$ cat src/rtl/uart_mem_arbiter_pkg.sv
// Shared types and constants for the UART/CPU byte-RAM arbiter.
package uart_mem_arbiter_pkg;

  // Default RAM address width, shared with the UART interface and core.
  localparam int unsigned MABL_DEF = 11;

  // Requester identifiers.
  typedef logic [1:0] port_id_t;
  localparam port_id_t ID_NONE = 2'd0;
  localparam port_id_t ID_RX   = 2'd1;
  localparam port_id_t ID_TX   = 2'd2;
  localparam port_id_t ID_CPU  = 2'd3;

  // Arbiter state.
  typedef enum logic {
    ST_IDLE = 1'b0,
    ST_OWN  = 1'b1
  } state_t;

  // Only the UART engines may take a lock.
  function automatic logic is_uart(port_id_t id);
    return (id == ID_RX) || (id == ID_TX);
  endfunction

endpackage

$ cat src/rtl/uart_mem_arbiter_if.sv
// Request/grant bus for the three RAM requesters plus the RAM macro port.
interface uart_mem_arbiter_if #(
  parameter int unsigned MABL = uart_mem_arbiter_pkg::MABL_DEF
);

  logic            rx_req, tx_req, cpu_req;
  logic            rx_lock, tx_lock;
  logic            rx_we, tx_we, cpu_we;
  logic [MABL-1:0] rx_ad, tx_ad, cpu_ad;
  logic [7:0]      rx_wd, tx_wd, cpu_wd;
  logic            rx_gnt, tx_gnt, cpu_gnt;
  logic            rx_rvalid, tx_rvalid, cpu_rvalid;
  logic [7:0]      rd;
  logic            mem_en, mem_we;
  logic [MABL-1:0] mem_ad;
  logic [7:0]      mem_wd;
  logic [7:0]      mem_rd;
  logic            lock_err;

  // Arbiter side.
  modport slave (
    input  rx_req, tx_req, cpu_req, rx_lock, tx_lock,
    input  rx_we, tx_we, cpu_we, rx_ad, tx_ad, cpu_ad, rx_wd, tx_wd, cpu_wd,
    output rx_gnt, tx_gnt, cpu_gnt, rx_rvalid, tx_rvalid, cpu_rvalid, rd,
    output mem_en, mem_we, mem_ad, mem_wd,
    input  mem_rd,
    output lock_err
  );

  // Requester and RAM side.
  modport master (
    output rx_req, tx_req, cpu_req, rx_lock, tx_lock,
    output rx_we, tx_we, cpu_we, rx_ad, tx_ad, cpu_ad, rx_wd, tx_wd, cpu_wd,
    input  rx_gnt, tx_gnt, cpu_gnt, rx_rvalid, tx_rvalid, cpu_rvalid, rd,
    input  mem_en, mem_we, mem_ad, mem_wd,
    output mem_rd,
    input  lock_err
  );

endinterface

$ cat src/rtl/uart_mem_arbiter_arb_prio3.sv
// Fixed-priority picker rx > tx > cpu, with an override that hands the slot to the CPU.
module arb_prio3
  import uart_mem_arbiter_pkg::*;
(
  input  logic     rx_req,
  input  logic     tx_req,
  input  logic     cpu_req,
  input  logic     force_cpu,
  output port_id_t win
);

  // Pick the winner among the current requests.
  always_comb begin
    win = ID_NONE;
    if (force_cpu && cpu_req) begin
      win = ID_CPU;
    end else if (rx_req) begin
      win = ID_RX;
    end else if (tx_req) begin
      win = ID_TX;
    end else if (cpu_req) begin
      win = ID_CPU;
    end
  end

endmodule

$ cat src/rtl/uart_mem_arbiter.sv
// Single-port byte-RAM arbiter for UART RX, UART TX and CPU with lock and starvation guard.
module uart_mem_arbiter
  import uart_mem_arbiter_pkg::*;
#(
  parameter int unsigned MABL     = MABL_DEF,
  parameter int unsigned MAX_WAIT = 8,
  parameter int unsigned LOCK_MAX = 16
) (
  input logic             clk,
  input logic             rst_n,
  uart_mem_arbiter_if.slave bus
);

  localparam int unsigned SW = $clog2(MAX_WAIT + 1);
  localparam int unsigned LW = $clog2(LOCK_MAX + 1);

  state_t          state_q, state_d;
  port_id_t        owner_q, owner_d;
  logic [SW-1:0]   starve_q, starve_d;
  logic [LW-1:0]   lock_cnt_q, lock_cnt_d;
  logic [LW-1:0]   lock_cnt_inc;
  logic            lock_err_q, lock_err_d;
  logic            rx_rvalid_q, tx_rvalid_q, cpu_rvalid_q;

  port_id_t        pick_id, win_id, gnt_id;
  logic            force_cpu;
  logic            owner_req, owner_lock;
  logic            rx_gnt, tx_gnt, cpu_gnt;
  logic            mem_we;
  logic [MABL-1:0] mem_ad;
  logic [7:0]      mem_wd;

  assign force_cpu = bus.cpu_req && (starve_q == SW'(MAX_WAIT));

  arb_prio3 u_arb_prio3 (
    .rx_req    (bus.rx_req),
    .tx_req    (bus.tx_req),
    .cpu_req   (bus.cpu_req),
    .force_cpu (force_cpu),
    .win       (pick_id)
  );

  // Request and lock of the current lock owner.
  always_comb begin
    owner_req  = 1'b0;
    owner_lock = 1'b0;
    if (owner_q == ID_RX) begin
      owner_req  = bus.rx_req;
      owner_lock = bus.rx_lock;
    end else if (owner_q == ID_TX) begin
      owner_req  = bus.tx_req;
      owner_lock = bus.tx_lock;
    end
  end

  // Grant selection; reset blanks every grant immediately.
  always_comb begin
    win_id = ID_NONE;
    if (state_q == ST_IDLE) begin
      win_id = pick_id;
    end else if (owner_req) begin
      win_id = owner_q;
    end
    gnt_id  = rst_n ? win_id : ID_NONE;
    rx_gnt  = (gnt_id == ID_RX);
    tx_gnt  = (gnt_id == ID_TX);
    cpu_gnt = (gnt_id == ID_CPU);
  end

  // RAM port mux from the granted requester; idle bus drives zeros.
  always_comb begin
    mem_we = 1'b0;
    mem_ad = '0;
    mem_wd = '0;
    case (gnt_id)
      ID_RX: begin
        mem_we = bus.rx_we;
        mem_ad = bus.rx_ad;
        mem_wd = bus.rx_wd;
      end
      ID_TX: begin
        mem_we = bus.tx_we;
        mem_ad = bus.tx_ad;
        mem_wd = bus.tx_wd;
      end
      ID_CPU: begin
        mem_we = bus.cpu_we;
        mem_ad = bus.cpu_ad;
        mem_wd = bus.cpu_wd;
      end
      default: ;
    endcase
  end

  assign bus.rx_gnt     = rx_gnt;
  assign bus.tx_gnt     = tx_gnt;
  assign bus.cpu_gnt    = cpu_gnt;
  assign bus.mem_en     = rx_gnt | tx_gnt | cpu_gnt;
  assign bus.mem_we     = mem_we;
  assign bus.mem_ad     = mem_ad;
  assign bus.mem_wd     = mem_wd;
  assign bus.rd         = bus.mem_rd;
  assign bus.rx_rvalid  = rx_rvalid_q;
  assign bus.tx_rvalid  = tx_rvalid_q;
  assign bus.cpu_rvalid = cpu_rvalid_q;
  assign bus.lock_err   = lock_err_q;

  assign lock_cnt_inc = lock_cnt_q + LW'(1);

  // Lock FSM next state: enter on a locked UART grant, leave on release or timeout.
  always_comb begin
    state_d    = state_q;
    owner_d    = owner_q;
    lock_cnt_d = lock_cnt_q;
    lock_err_d = lock_err_q;
    case (state_q)
      ST_IDLE: begin
        if (is_uart(gnt_id) &&
            (((gnt_id == ID_RX) && bus.rx_lock) || ((gnt_id == ID_TX) && bus.tx_lock))) begin
          state_d    = ST_OWN;
          owner_d    = gnt_id;
          lock_cnt_d = LW'(1);
        end
      end
      ST_OWN: begin
        lock_cnt_d = lock_cnt_inc;
        if (!owner_lock) begin
          state_d    = ST_IDLE;
          owner_d    = ID_NONE;
          lock_cnt_d = '0;
        end else if (lock_cnt_inc >= LW'(LOCK_MAX)) begin
          // Held too long: this cycle is still served, then force release.
          state_d    = ST_IDLE;
          owner_d    = ID_NONE;
          lock_cnt_d = '0;
          lock_err_d = 1'b1;
        end
      end
      default: begin
        state_d = ST_IDLE;
        owner_d = ID_NONE;
      end
    endcase
  end

  // CPU wait counter: count ungranted request cycles, saturate, clear on grant.
  always_comb begin
    starve_d = starve_q;
    if (cpu_gnt) begin
      starve_d = '0;
    end else if (bus.cpu_req && (starve_q != SW'(MAX_WAIT))) begin
      starve_d = starve_q + SW'(1);
    end
  end

  // State, counters and read-valid registers.
  always_ff @(posedge clk or negedge rst_n) begin
    if (!rst_n) begin
      state_q      <= ST_IDLE;
      owner_q      <= ID_NONE;
      starve_q     <= '0;
      lock_cnt_q   <= '0;
      lock_err_q   <= 1'b0;
      rx_rvalid_q  <= 1'b0;
      tx_rvalid_q  <= 1'b0;
      cpu_rvalid_q <= 1'b0;
    end else begin
      state_q      <= state_d;
      owner_q      <= owner_d;
      starve_q     <= starve_d;
      lock_cnt_q   <= lock_cnt_d;
      lock_err_q   <= lock_err_d;
      rx_rvalid_q  <= rx_gnt & ~bus.rx_we;
      tx_rvalid_q  <= tx_gnt & ~bus.tx_we;
      cpu_rvalid_q <= cpu_gnt & ~bus.cpu_we;
    end
  end

endmodule

$ cat src/flat_wrapper.sv
// flat-port wrapper written by rule: the top's interface ports become plain ports
module uart_mem_arbiter_flat import uart_mem_arbiter_pkg::*;
#(
  parameter int unsigned MABL     = MABL_DEF,
  parameter int unsigned MAX_WAIT = 8,
  parameter int unsigned LOCK_MAX = 16
)
  (clk, rst_n, bus_rx_req, bus_tx_req, bus_cpu_req, bus_rx_lock, bus_tx_lock, bus_rx_we, bus_tx_we, bus_cpu_we, bus_rx_ad, bus_tx_ad, bus_cpu_ad, bus_rx_wd, bus_tx_wd, bus_cpu_wd, bus_rx_gnt, bus_tx_gnt, bus_cpu_gnt, bus_rx_rvalid, bus_tx_rvalid, bus_cpu_rvalid, bus_rd, bus_mem_en, bus_mem_we, bus_mem_ad, bus_mem_wd, bus_mem_rd, bus_lock_err);
  uart_mem_arbiter_if #(.MABL(MABL)) bus_i ();
  input logic clk;
  input logic rst_n;
  input wire logic [$bits(bus_i.rx_req)-1:0] bus_rx_req;
  input wire logic [$bits(bus_i.tx_req)-1:0] bus_tx_req;
  input wire logic [$bits(bus_i.cpu_req)-1:0] bus_cpu_req;
  input wire logic [$bits(bus_i.rx_lock)-1:0] bus_rx_lock;
  input wire logic [$bits(bus_i.tx_lock)-1:0] bus_tx_lock;
  input wire logic [$bits(bus_i.rx_we)-1:0] bus_rx_we;
  input wire logic [$bits(bus_i.tx_we)-1:0] bus_tx_we;
  input wire logic [$bits(bus_i.cpu_we)-1:0] bus_cpu_we;
  input wire logic [$bits(bus_i.rx_ad)-1:0] bus_rx_ad;
  input wire logic [$bits(bus_i.tx_ad)-1:0] bus_tx_ad;
  input wire logic [$bits(bus_i.cpu_ad)-1:0] bus_cpu_ad;
  input wire logic [$bits(bus_i.rx_wd)-1:0] bus_rx_wd;
  input wire logic [$bits(bus_i.tx_wd)-1:0] bus_tx_wd;
  input wire logic [$bits(bus_i.cpu_wd)-1:0] bus_cpu_wd;
  output wire logic [$bits(bus_i.rx_gnt)-1:0] bus_rx_gnt;
  output wire logic [$bits(bus_i.tx_gnt)-1:0] bus_tx_gnt;
  output wire logic [$bits(bus_i.cpu_gnt)-1:0] bus_cpu_gnt;
  output wire logic [$bits(bus_i.rx_rvalid)-1:0] bus_rx_rvalid;
  output wire logic [$bits(bus_i.tx_rvalid)-1:0] bus_tx_rvalid;
  output wire logic [$bits(bus_i.cpu_rvalid)-1:0] bus_cpu_rvalid;
  output wire logic [$bits(bus_i.rd)-1:0] bus_rd;
  output wire logic [$bits(bus_i.mem_en)-1:0] bus_mem_en;
  output wire logic [$bits(bus_i.mem_we)-1:0] bus_mem_we;
  output wire logic [$bits(bus_i.mem_ad)-1:0] bus_mem_ad;
  output wire logic [$bits(bus_i.mem_wd)-1:0] bus_mem_wd;
  input wire logic [$bits(bus_i.mem_rd)-1:0] bus_mem_rd;
  output wire logic [$bits(bus_i.lock_err)-1:0] bus_lock_err;
  assign bus_i.rx_req = bus_rx_req;
  assign bus_i.tx_req = bus_tx_req;
  assign bus_i.cpu_req = bus_cpu_req;
  assign bus_i.rx_lock = bus_rx_lock;
  assign bus_i.tx_lock = bus_tx_lock;
  assign bus_i.rx_we = bus_rx_we;
  assign bus_i.tx_we = bus_tx_we;
  assign bus_i.cpu_we = bus_cpu_we;
  assign bus_i.rx_ad = bus_rx_ad;
  assign bus_i.tx_ad = bus_tx_ad;
  assign bus_i.cpu_ad = bus_cpu_ad;
  assign bus_i.rx_wd = bus_rx_wd;
  assign bus_i.tx_wd = bus_tx_wd;
  assign bus_i.cpu_wd = bus_cpu_wd;
  assign bus_rx_gnt = bus_i.rx_gnt;
  assign bus_tx_gnt = bus_i.tx_gnt;
  assign bus_cpu_gnt = bus_i.cpu_gnt;
  assign bus_rx_rvalid = bus_i.rx_rvalid;
  assign bus_tx_rvalid = bus_i.tx_rvalid;
  assign bus_cpu_rvalid = bus_i.cpu_rvalid;
  assign bus_rd = bus_i.rd;
  assign bus_mem_en = bus_i.mem_en;
  assign bus_mem_we = bus_i.mem_we;
  assign bus_mem_ad = bus_i.mem_ad;
  assign bus_mem_wd = bus_i.mem_wd;
  assign bus_i.mem_rd = bus_mem_rd;
  assign bus_lock_err = bus_i.lock_err;
  uart_mem_arbiter #(.MABL(MABL), .MAX_WAIT(MAX_WAIT), .LOCK_MAX(LOCK_MAX)) u_core (.clk(clk), .rst_n(rst_n), .bus(bus_i));
endmodule
$ cat config.mk
export PLATFORM = sky130hd
export DESIGN_NAME = uart_mem_arbiter_flat
export DESIGN_NICKNAME = d
export VERILOG_FILES = /design/src/rtl/uart_mem_arbiter_pkg.sv /design/src/rtl/uart_mem_arbiter_if.sv /design/src/rtl/uart_mem_arbiter_arb_prio3.sv /design/src/rtl/uart_mem_arbiter.sv /design/src/flat_wrapper.sv
export SDC_FILE = /design/constraint.sdc
export NUM_CORES = 1
export LEC_CHECK = 0
export ABC_AREA = 1
export BUFFER_PORTS_ARGS = -buffer_cell sky130_fd_sc_hd__buf_2
export CELL_PAD_IN_SITES_DETAIL_PLACEMENT = 1
export CELL_PAD_IN_SITES_GLOBAL_PLACEMENT = 2
export CORE_MARGIN = 2
export CORE_UTILIZATION = 16
export CTS_CLUSTER_DIAMETER = 50
export DETAILED_ROUTE_END_ITERATION = 10
export PLACE_DENSITY_LB_ADDON = 0.2
export SLEW_MARGIN = 20
export SYNTH_ARGS = -nofsm -noshare
export SYNTH_HDL_FRONTEND = slang
export SYNTH_SLANG_ARGS = --single-unit
$ cat constraint.sdc
create_clock -name clk -period 2 [get_ports clk]
set_clock_uncertainty 0.15 [all_clocks]
set_input_delay 0.1 -clock clk [delete_from_list [all_inputs] [get_ports clk]]
set_output_delay 0.1 -clock clk [all_outputs]
set_load 0.01 [all_outputs]
Word level (Yosys, flattened, before mapping) --
Index checks and enable logic that the tools add are counted.
Word-level totals: bits of input ports 75, output and inout bits 36, register bits 16, word-level logic and storage cells 68
Operators by class: $add $sub $neg 2, mux-type cells 28, equal/unequal tests 9, reductions and logical operators 11, bitwise gates (word level) 9, magnitude comparators 1
Operators by type and width (number):
- 11-bit one-hot mux with 3 select lines | 1
- 8-bit one-hot mux with 3 select lines | 1
- 2-bit two-way mux | 10
- 5-bit two-way mux | 3
- 5-bit one-hot mux with 2 select lines | 1
- 4-bit two-way mux | 2
- 1-bit two-way mux | 7
- 2-bit equality test, second input constant | 3
- 1-bit logical AND | 6
- 5-bit by 1-bit adder with 5-bit output, second input constant | 1
- 5-bit >= comparator, second input constant | 1
- 4-bit by 1-bit adder with 4-bit output, second input constant | 1
- 2-bit by 1-bit equality test with 1-bit output, second input constant | 2
- 4-bit equality test, second input constant | 1
- 4-bit inequality test, second input constant | 1
- 1-bit inverter | 4
- 2-bit one-hot mux with 2 select lines | 1
- 1-bit bitwise AND | 3
- 3-bit inequality test, second input constant | 1
- 1-bit one-hot mux with 3 select lines | 1
- 3-bit AND reduction | 1
- 1-bit logical OR | 2
- 2-bit inequality test, second input constant | 1
- 1-bit bitwise OR | 2
- other kinds (3) | 3

Longest topological paths before layout --
word-level depth 12, mapped depth 15

By module --
A second synthesis with hierarchy kept.
Second synthesis, totals: cells, all modules 252, area total of the unflattened synthesis 1491.4 um^2
Modules (own cells, without submodules):
- uart_mem_arbiter | instances 1, cells an instance 245, area an instance 1462.7 um^2, seq. area each 400.4 um^2
- arb_prio3 | instances 1, cells an instance 7, area an instance 28.8 um^2, seq. area each 0.0 um^2

Worst setup path before layout --
OpenSTA, ideal clock, no wires.
path kind reg-to-output, from register u_core.starve_q[0], to output bus_mem_ad[8], data required time 1.750 ns, path buffers 2, stages on the path, launching flop included 14, slack -0.126 ns, data arrival time 1.876 ns, cell sequence dfrtp_1 > inv_1 > ha_1 > nand4_1 > o211ai_1 > nand2_1 > inv_1 > ha_1 > buf_2 > buf_2 > nand2_1 > nand3_1 > nand2_1 > inv_1
On the way: word-level cells in the longest chain between the ends 8, elaborated cells on any way between the ends 10, those cells by class eq/ne (4); mux (4); reduce/logical (2)
Ends and longest elaborated chain:
- from (decl) | RTL line uart_mem_arbiter.sv:19 | logic [SW-1:0] starve_q, starve_d;
- from (signal assigned) | RTL line uart_mem_arbiter.sv:170 | starve_q <= starve_d;
- 4-bit equality test | RTL line uart_mem_arbiter.sv:33 | assign force_cpu = bus.cpu_req && (starve_q == SW'(MAX_WAIT));
- 1-bit logical AND | RTL line uart_mem_arbiter.sv:33
- 1-bit logical AND | RTL line uart_mem_arbiter_arb_prio3.sv:15 | if (force_cpu && cpu_req) begin
- 2-bit two-way mux | RTL line uart_mem_arbiter_arb_prio3.sv:15
- 2-bit two-way mux | RTL line uart_mem_arbiter.sv:59 | if (state_q == ST_IDLE) begin
- 2-bit two-way mux | RTL line uart_mem_arbiter.sv:64 | gnt_id = rst_n ? win_id : ID_NONE;
- 2-bit equality test
- via bus_cpu_gnt | RTL line flat_wrapper.sv:28 | output wire logic [$bits(bus_i.cpu_gnt)-1:0] bus_cpu_gnt;
- 11-bit one-hot mux with 3 select lines | RTL line uart_mem_arbiter.sv:75 | case (gnt_id)
- to (decl) | RTL line flat_wrapper.sv:35 | output wire logic [$bits(bus_i.mem_ad)-1:0] bus_mem_ad;
The timed path passes the listed nets, and every way through them passes these cells.

Final worst setup path --
from register u_core.starve_q[1], to output bus_mem_wd[7]
On the way: word-level cells in the longest chain between the ends 8, elaborated cells on any way between the ends 10, those cells by class eq/ne (4); mux (4); reduce/logical (2)
Ends and longest elaborated chain:
- 4-bit equality test (*) | RTL line uart_mem_arbiter.sv:33
- 1-bit logical AND (*) | RTL line uart_mem_arbiter.sv:33
- 1-bit logical AND (*) | RTL line uart_mem_arbiter_arb_prio3.sv:15
- 2-bit two-way mux (*) | RTL line uart_mem_arbiter_arb_prio3.sv:15
- 2-bit two-way mux (*) | RTL line uart_mem_arbiter.sv:59
- 2-bit two-way mux (*) | RTL line uart_mem_arbiter.sv:64
- 2-bit equality test / 2-bit by 1-bit equality test with 1-bit output (equally long branches) | RTL line uart_mem_arbiter.sv:75
- 8-bit one-hot mux with 3 select lines (*) | RTL line uart_mem_arbiter.sv:75
- to (decl) | RTL line flat_wrapper.sv:36 | output wire logic [$bits(bus_i.mem_wd)-1:0] bus_mem_wd;
Mark *: on every way between the ends. The rest lies on a longest branch, timed or not.

==> run_results.csv <==
group,metric,value,unit
die,die_w,101,um
worst_setup_path,crit_fanout,11,
timing,whs,0.0500,ns
detailed_routing,via_per_inst,4.14,
final_layout,finish.instance_area,3040,um^2
worst_setup_path,cp_top_family,"buffers and inverters",
timing,final.min_clock_period,2.39,ns
die,core,9200,um^2
clock_network,cts_tree,"done",
timing,max_freq,0.419,GHz
yosys,synthArstFlopShare,100,%
worst_setup_path,cpMaxStageDelayCell,"dfrtp_1",
die,die_h,101,um
yosys,ys_warn_count,0,
flow_run,maxCapViolCount,0,
yosys,synth.net_count,337,
place,port_buffers,94,
power_and_ir_drop,p_comb_share,64.7,%
yosys,synth_seq_cells,16,
yosys,synth_top_area_share,26.6,%
detailed_routing,wl_met3,356,um
global_routing,first_global_vias,2093,
clock_network,cts.sinks,16,
detailed_routing,wire_per_inst,13.9,um
timing,hold_violations,0,
power_and_ir_drop,p_seq_share,21.5,%
yosys,synthTopCellsByArea,"dfrtp_1, nand2_1, nand3_1",
yosys,yosys.area.top_type,"dfrtp_1",
die,die_area,10200,um^2
min_path,min_path_type,"in -> out",
worst_setup_path,cp_slowest_stage_delay,0.39,ns
timing,fin_ws,-0.387,ns
timing,relSlewSlack,81.6,%
final_layout,fin_cells,488,
yosys,synth-edff-count,0,
power_and_ir_drop,clkPwrFrac,13.8,%
yosys,netlist_top_cells_count,"nand2_1, inv_1, nand3_1, dfrtp_1",
yosys,synth-seq-area-share,26.6,%
worst_setup_path,worst-path-stages,13,
detailed_routing,wl_met1,2.90,mm
yosys,synth.most_common_cell,"nand2_1",
final_layout,diodes,0,
place,pre_cts_slack,-0.160,ns
global_routing,antenna_found_initial,0,
worst_setup_path,reg2regPathDepth,17,
yosys,synth.distinct_cells,21,
timing,slew_violations,0,
detailed_routing,drtIter0Drc,27,
detailed_routing,vias,2021,
worst_setup_path,r2r_setup_slack,-0.28,ns
timing,finalSetupTns,-9.35,ns
clock_network,path_clk_slew,0.07,ns
timing,worst_slew_pin_slew,0.277,ns
worst_setup_path,required,1.75,ns
detailed_routing,wl,6.77,mm
detailed_routing,wl_met2,3.47,mm
clock_network,clock_latency,0.25,ns
timing,grt_setup_unrepaired,"yes",
min_path,hold_path_depth,0,
yosys,synth-main-ff-cell,"dfrtp_1",
clock_network,cts-buffers-inserted,3,
run_status,status,"complete, but fails checks",
detailed_routing,drcViolationCount,0,
global_routing,grt-ovfl-total,0,
place,hpwl,4.62,mm
worst_setup_path,crit_buf_inv,5,
final_layout,nFillCells,1151,
place,placedInstanceArea,2220,um^2
detailed_routing,first_pass_iters,3,
final_layout,drive_above_1_share,58.4,%
yosys,postSynthCellCount,254,
yosys,synth.avg_cell_area,5.92,um^2
die,ios,111,
detailed_routing,ant_nets,0,
final_layout,syn2layout_area_growth,102,%
yosys,netlist_area,1500,um^2
worst_setup_path,critical_path.startpoint_type,"flip-flop",
clock_network,cts_root_buffer,"clkbuf_8",
die,start_util,16.3,%
clock_network,cts.path.max_buffers,2,
power_and_ir_drop,ir_worst_vdd,0.000381,V
place,placedCellCount,459,
power_and_ir_drop,power.total,2.16,mW
worst_setup_path,crit_chain,"inv_2 -> ha_4 -> nand4_1 -> o211ai_1 -> nand2_2 -> buf_6 -> ha_4 -> buf_16 -> nand2_1 -> nand3_2 -> nand2_1 -> inv_1 -> buf_2",
power_and_ir_drop,leakagePower,1.78,nW
timing,finalCritPeriodShare,119,%
final_layout,nNetsFinal,461,
detailed_routing,routed.top_layer,"met4",
global_routing,grt_pass1_wl,10.3,mm
worst_setup_path,critPathArrivalTime,2.14,ns
power_and_ir_drop,p_per_area,710,nW/um^2
final_layout,post-route-util,33.1,%
power_and_ir_drop,p_sw_share,39.3,%
power_and_ir_drop,p_switching,0.847,mW
timing,finalSetupViolCount,31,
global_routing,grtUsageTotal,12.7,%
clock_network,htreeDepth,1,
power_and_ir_drop,p_int,1.31,mW
place,gp_congestion,0.710,
global_routing,grt_max_degree,18,
die,num_rows,35,
worst_setup_path,worstSetupPathType,"reg -> out",
run_status,violations,"negative setup slack",
worst_setup_path,endpoint_kind,"output port",
[timing repair]
action / 4_1_cts / 5_1_grt
pin swaps: 1 / 22
cloned: 4 / 2
endpoints found under the setup margin: 33 / 38
buffers inserted: 12 / 4
hold buffers: 4 / 0
resized for setup: 36 / 74
endpoints found under the hold margin: 19 / 0
[power groups by stage]
stage,clock [mW],combinational [mW],sequential (mW)
final,0.297,1.40,0.464
after global routing,0.333,1.54,0.478
after CTS,0.319,1.24,0.464
after detailed placement,0,0.926,0.468
after global placement,0,0.928,0.468
after floorplan,0,0.517,0.459
[worst paths after layout]
path / startpoint / to
max in group asynchronous: rst_n / u_core.bus.tx_rvalid
worst min-delay path: bus_mem_rd[0] / bus_rd[0]
min in group asynchronous: rst_n / u_core.owner_q[1]
worst max-delay path: u_core.starve_q[1] / bus_mem_wd[7]
worst max register to register: u_core.starve_q[1] / u_core.lock_cnt_q[0]
worst min register to register: u_core.bus.lock_err / u_core.bus.lock_err
[cell usage in the layout (no fill, tap or decap), types with 2 or more instances in the layout]
cell type | netlist | layout
a21oi_1 | 2 | 2
nand2_1 | 106 | 71
buf_12 | 0 | 8
inv_2 | 0 | 16
clkbuf_16 | 0 | 2
nand2_2 | 2 | 24
nor2_1 | 8 | 6
ha_1 | 8 | 3
o21ai_0 | 5 | 3
dlygate4sd3_1 | 0 | 4
nand3_2 | 2 | 17
buf_4 | 8 | 19
o21ai_1 | 0 | 2
dfrtp_1 | 16 | 16
nor2_2 | 1 | 2
buf_6 | 0 | 23
clkbuf_8 | 0 | 4
nand2_4 | 0 | 13
nand3_1 | 35 | 19
inv_4 | 0 | 3
inv_1 | 43 | 24
nand4_1 | 4 | 4
ha_4 | 0 | 4
buf_2 | 6 | 76
buf_16 | 0 | 3
[layout make-up]
class	instances	area (um^2)	area share, %
multi-input combinational	178	1150	37.7
timing repair buffer	136	1130	37.2
sequential	16	400	13.2
inverter	43	169	5.56
tap	111	139	4.57
clock buffer	4	55.1	1.81
[state kept, by name, summed over array words and instances, names as in the netlist]
signal / count
u_core.bus.cpu_rvalid: 1
u_core.state_q: 1
u_core.starve_q: 4
u_core.owner_q: 2
u_core.bus.lock_err: 1
u_core.bus.rx_rvalid: 1
u_core.lock_cnt_q: 5
u_core.bus.tx_rvalid: 1
[worst register-to-register path, stage by stage, from the launching register on]
cell and delay (ns):
dfrtp_1 0.39, inv_2 0.09, ha_4 0.14, nand4_1 0.09
o211ai_1 0.16, nand2_2 0.12, buf_6 0.14, ha_4 0.20
buf_6 0.13, buf_6 0.11, nand2_4 0.06, nand2_4 0.05
nand2_4 0.08, nand2_4 0.07, nand2_1 0.06, o21ai_1 0.06
nand2_1 0.05, inv_1 0.04
[layer usage]
layer / track usage [%] / up-vias
met1: 14.5 / 942
met4: 2.49 / 0
li1: - / 1015
met5: 0 / -
met2: 24.2 / 60
met3: 2.50 / 4
[cell families after synthesis]
family	Yosys count	synth area share [%]
xor+xnor	1	0.583
simple gates	159	44.7
fa+ha+maj	8	6.66
flops	16	26.6
buf+inv	60	17.6
compound gates	10	3.83
(Power assumes the default switching activity.)
